--- config.mk ---
export PLATFORM = sky130hd
export DESIGN_NAME = ctrl_pipe
export DESIGN_NICKNAME = d
export VERILOG_FILES = /design/src/rtl/ctrl_pipe.sv
export SDC_FILE = /design/constraint.sdc
export NUM_CORES = 1
export LEC_CHECK = 0
export BUFFER_PORTS_ARGS = -buffer_cell sky130_fd_sc_hd__buf_2
export CAP_MARGIN = 20
export CORE_MARGIN = 5
export CORE_UTILIZATION = 45
export DETAILED_ROUTE_END_ITERATION = 10
export PLACE_DENSITY_LB_ADDON = 0.2
export SLEW_MARGIN = 10
export SYNTH_ARGS = -nofsm -noshare
export SYNTH_HDL_FRONTEND = slang
export SYNTH_SLANG_ARGS = --single-unit
--- constraint.sdc ---
create_clock -name clk -period 2.7 [get_ports clk]
set_input_delay 0.135 -clock clk [delete_from_list [all_inputs] [get_ports clk]]
set_output_delay 0.135 -clock clk [all_outputs]
set_load 0.05 [all_outputs]
--- src/rtl/ctrl_pipe.sv ---
// Control-bundle pipeline of STAGES stages with per-stage stall/flush and a
// multi-cycle mul/div occupancy tracker that holds stage 0 while busy.
module ctrl_pipe #(
  parameter int W      = 10,
  parameter int STAGES = 3,
  parameter int MD_LAT = 4
) (
  input  logic                  clk,
  input  logic                  rst,
  input  logic [W-1:0]          ctrlD,
  input  logic                  validD,
  input  logic                  mdD,
  input  logic                  stallD,
  input  logic [STAGES-1:0]     stall,
  input  logic [STAGES-1:0]     flush,
  output logic [STAGES*W-1:0]   ctrl_q,
  output logic [STAGES-1:0]     valid_q,
  output logic                  md_stall,
  output logic                  md_done
);

  localparam int CW = $clog2(MD_LAT);

  typedef enum logic [1:0] {IDLE, BUSY, DONE} mdState_t;

  mdState_t        state, stateN;
  logic [CW-1:0]   cnt, cntN;

  logic [W-1:0]      ctrlR   [STAGES];
  logic [STAGES-1:0] validR, mdR;

  logic [W-1:0]      upCtrl  [STAGES];
  logic [STAGES-1:0] upValid, upMd, effStall, upStalled;
  logic              load0, mdStart;

  // Upstream view of every stage; stage 0 sees decode, others the previous stage.
  always_comb begin
    upCtrl[0]    = ctrlD;
    upValid[0]   = validD;
    upMd[0]      = mdD;
    effStall[0]  = stall[0] | md_stall;
    upStalled[0] = stallD;
    for (int unsigned i = 1; i < STAGES; i++) begin
      upCtrl[i]    = ctrlR[i-1];
      upValid[i]   = validR[i-1];
      upMd[i]      = mdR[i-1];
      effStall[i]  = stall[i];
      upStalled[i] = effStall[i-1];
    end
  end

  assign load0   = !flush[0] && !effStall[0] && !stallD;
  assign mdStart = load0 && validD && mdD;

  always_ff @(posedge clk) begin
    for (int unsigned i = 0; i < STAGES; i++) begin
      if (rst || flush[i]) begin
        ctrlR[i]  <= '0;
        validR[i] <= 1'b0;
        mdR[i]    <= 1'b0;
      end else if (!effStall[i]) begin
        if (upStalled[i]) begin
          ctrlR[i]  <= '0;
          validR[i] <= 1'b0;
          mdR[i]    <= 1'b0;
        end else begin
          ctrlR[i]  <= upCtrl[i];
          validR[i] <= upValid[i];
          mdR[i]    <= upMd[i];
        end
      end
    end
  end

  always_comb begin
    ctrl_q = '0;
    for (int unsigned i = 0; i < STAGES; i++) begin
      ctrl_q[i*W +: W] = ctrlR[i];
    end
  end

  assign valid_q = validR;

  always_ff @(posedge clk) begin
    if (rst) begin
      state <= IDLE;
      cnt   <= '0;
    end else begin
      state <= stateN;
      cnt   <= cntN;
    end
  end

  // DONE can hand straight over to a new BUSY because md_stall is low there.
  always_comb begin
    stateN = state;
    cntN   = cnt;
    case (state)
      IDLE: begin
        if (mdStart) begin
          stateN = BUSY;
          cntN   = CW'(MD_LAT - 1);
        end
      end
      BUSY: begin
        if (flush[0]) begin
          stateN = IDLE;
          cntN   = '0;
        end else if (cnt == CW'(1)) begin
          stateN = DONE;
          cntN   = '0;
        end else begin
          cntN   = cnt - CW'(1);
        end
      end
      DONE: begin
        if (mdStart) begin
          stateN = BUSY;
          cntN   = CW'(MD_LAT - 1);
        end else begin
          stateN = IDLE;
          cntN   = '0;
        end
      end
      default: begin
        stateN = IDLE;
        cntN   = '0;
      end
    endcase
  end

  always_comb begin
    md_stall = (state == BUSY);
    md_done  = (state == DONE);
  end

endmodule

==> flow_summary.json <==
{
  "status": "finished, final reports clean",
  "slew_headroom": 0.6940,
  "drc": 0,
  "slowest_stage": "dfxtp_1",
  "startpoint_type": "flip-flop",
  "hp-class": "primary input to flip-flop",
  "die_w_um": 67.40,
  "fin_skew_ns": 0.003192,
  "dr.first_iter.drc_count": 21,
  "avgSynthCellArea_sq_um": 14.39,
  "cts_inserted_buffers": 5,
  "wl_per_cell_um": 11.91,
  "postCtsSetupBuffers": 0,
  "synth_nets": 125,
  "met3_usage": 0.05990,
  "postSynthCellCount": 103,
  "final_net_count": 187,
  "core-area_sq_um": 3103,
  "rows": 20,
  "finalCoreUtilization": 0.6153,
  "p_sw_uw": 285.3,
  "crit_chain": "nor2b_1 > buf_4 > buf_2",
  "ctsHoldBuffers": 0,
  "p_seq_frac": 0.518,
  "clock_latency_ns": 0.33,
  "intPower_uw": 954.5,
  "h-tree-depth": 2,
  "place_congestion": 0.7440,
  "met1_usage": 0.1110,
  "fp.dieArea_sq_um": 4543,
  "post_cts_resized": 0,
  "grt_pass1_wl_um": 4050,
  "hp-start": "rst",
  "first_pass_iters": 4,
  "worstMarginPinSlew_ns": 0.4543,
  "dieHeight_um": 67.40,
  "power_frac_comb": 0.110,
  "clkPwrFrac": 0.372,
  "yosysWarnings": 0,
  "io_pins": 56,
  "vias_per_cell": 4.633,
  "met2_usage": 0.2258,
  "start_util": 0.4778,
  "timing.critical_path.from": "state[0]",
  "critical_path.max_fanout": 8,
  "period_share": 0.5698,
  "gr-max-usage-layer": "met2",
  "mostFrequentLayoutCell": "buf_2",
  "grt_antenna_before_repair": 0,
  "overflow": 0,
  "synth_cell_type_count": 21,
  "drive_gt1_frac": 0.4096,
  "p_per_area_nw_per_um2": 649.3,
  "cts_sinks": 37,
  "rsz0062_at_grt": "false",
  "p_leak_nw": 0.8950,
  "routed_wl_um": 2502,
  "most-common-layout-cells": "buf_2 (56), and2_1 (30), edfxtp_1 (30)",
  "final_hold_viol_count": 0,
  "seq_area_frac_synth": 0.7021,
  "yosys.area.top_type": "edfxtp_1",
  "endpoint_kind": "output pin",
  "r2r-start": "state[0]",
  "antenna_left": 0,
  "fin_setup_tns_ns": 0,
  "synthTopCellsByArea": "edfxtp_1 (61%), and2_1 (13%), dfxtp_1 (9.5%)",
  "finalCriticalPeriod_ns": 1.539,
  "max_cap_violations": 0,
  "synthToLayoutAreaGrowth_pct": 28.78,
  "fin_ws_ns": 1.161,
  "grt_usage": 0.1238,
  "critPathMaxStageDelay_ns": 0.42,
  "crit_required_ns": 2.57,
  "p_sw_frac": 0.2301,
  "place_area_sq_um": 1807,
  "cts_tree": "yes",
  "pre_cts_ws_ns": 1.252,
  "grt_max_degree": 13,
  "vias": 973,
  "antennaDiodeCount": 0,
  "slew_violations": 0,
  "io_buffers": 55,
  "clk_pin_slew_ns": 0.10,
  "dp_hpwl_um": 2040,
  "synth.ff_latch_count": 37,
  "stdcell_area_sq_um": 1909,
  "setup_violations": 0,
  "synth_top_cell_area_share": 0.6076,
  "irDropWorstVdd_v": 0.0005113,
  "arrival_ns": 1.40,
  "cts_max_path_buffers": 2,
  "syn_area_sq_um": 1483,
  "hold_slack_ns": 0.05774,
  "root_buffer": "clkbuf_4",
  "crit_type": "flip-flop to output pin",
  "fmaxAchievable_mhz": 650.0,
  "grt_pass1_vias": 959
}
## routing by layer
| layer | routed length (um) | vias up |
|---|---|---|
| li1 | - | 490 |
| met1 | 852 | 443 |
| met2 | 1370 | 34 |
| met3 | 239 | 6 |
| met4 | 39 | 0 |
| met5 | 0 | - |
## cell families (layout without fill, tap and decap cells)
group	Yosys count	in the layout	share of synthesized area
buffers and inverters	5	68	0.02278
and+or+nand+nor	50	50	0.2228
DFF	37	37	0.7021
adders and majority gates	1	1	0.008437
AOI/OAI and AO/OA	10	10	0.04388
## final timing paths
path | endpoint | slack (ns) | depth (start not counted)
worst max-delay path | md_stall | 1.16 | 3
worst min-delay path | state[0] | 0.06 | 2
worst max register to register | ctrlR[0][7] | 1.24 | 3
worst min register to register | valid_q[0] | 0.49 | 2
## state kept, by name (all words and copies together), names as in the netlist
name	count
state	2
ctrlR	30
valid_q	3
cnt	2
## Yosys cell counts (all sizes together)
cell type and n:
a21oi 3, nor4 1, nor3b 2, a31oi 2
clkbuf 1, o21ai 2, or3b 1, nand2 3
dfxtp 7, nor2 6, a32o 2, nor2b 3
buf 2, edfxtp 30, nor4b 2, a21boi 1
inv 2, and2 30, and3 1, nand4 1
ha 1
## metrics by stage
stage	cells	power, mW
after floorplan	103	0.7499
after global placement	201	0.7907
after detailed placement	202	0.7934
after CTS	210	1.252
after global routing	210	1.291
final	210	1.240
## cell type report
class / count / area, sq um
clock inverters: 3 / 65.06
fillers: 271 / 1194
repair buffers: 58 / 295.3
clock buffers: 5 / 37.54
flip-flops and latches: 37 / 1041
multi-input cells: 61 / 407.9
well taps: 44 / 55.05
inverters: 2 / 7.507
## power groups by stage
| stage | registers (mW) | logic [mW] | clock network [mW] |
|---|---|---|---|
| finish | 0.642 | 0.136 | 0.461 |
| global placement | 0.655 | 0.136 | 0 |
| global route | 0.645 | 0.145 | 0.501 |
| detailed placement | 0.656 | 0.138 | 0 |
| CTS | 0.642 | 0.138 | 0.472 |
| floorplan | 0.727 | 0.0228 | 0 |
## worst max-delay path: cells and delay by family, from the launching register on
family                 cells  cell delay [ns]
AND/OR/NAND/NOR            1             0.18
buffers and inverters      2             0.47
flip-flops                 1             0.42
No activity file was read; power rests on OpenSTA's default activity.
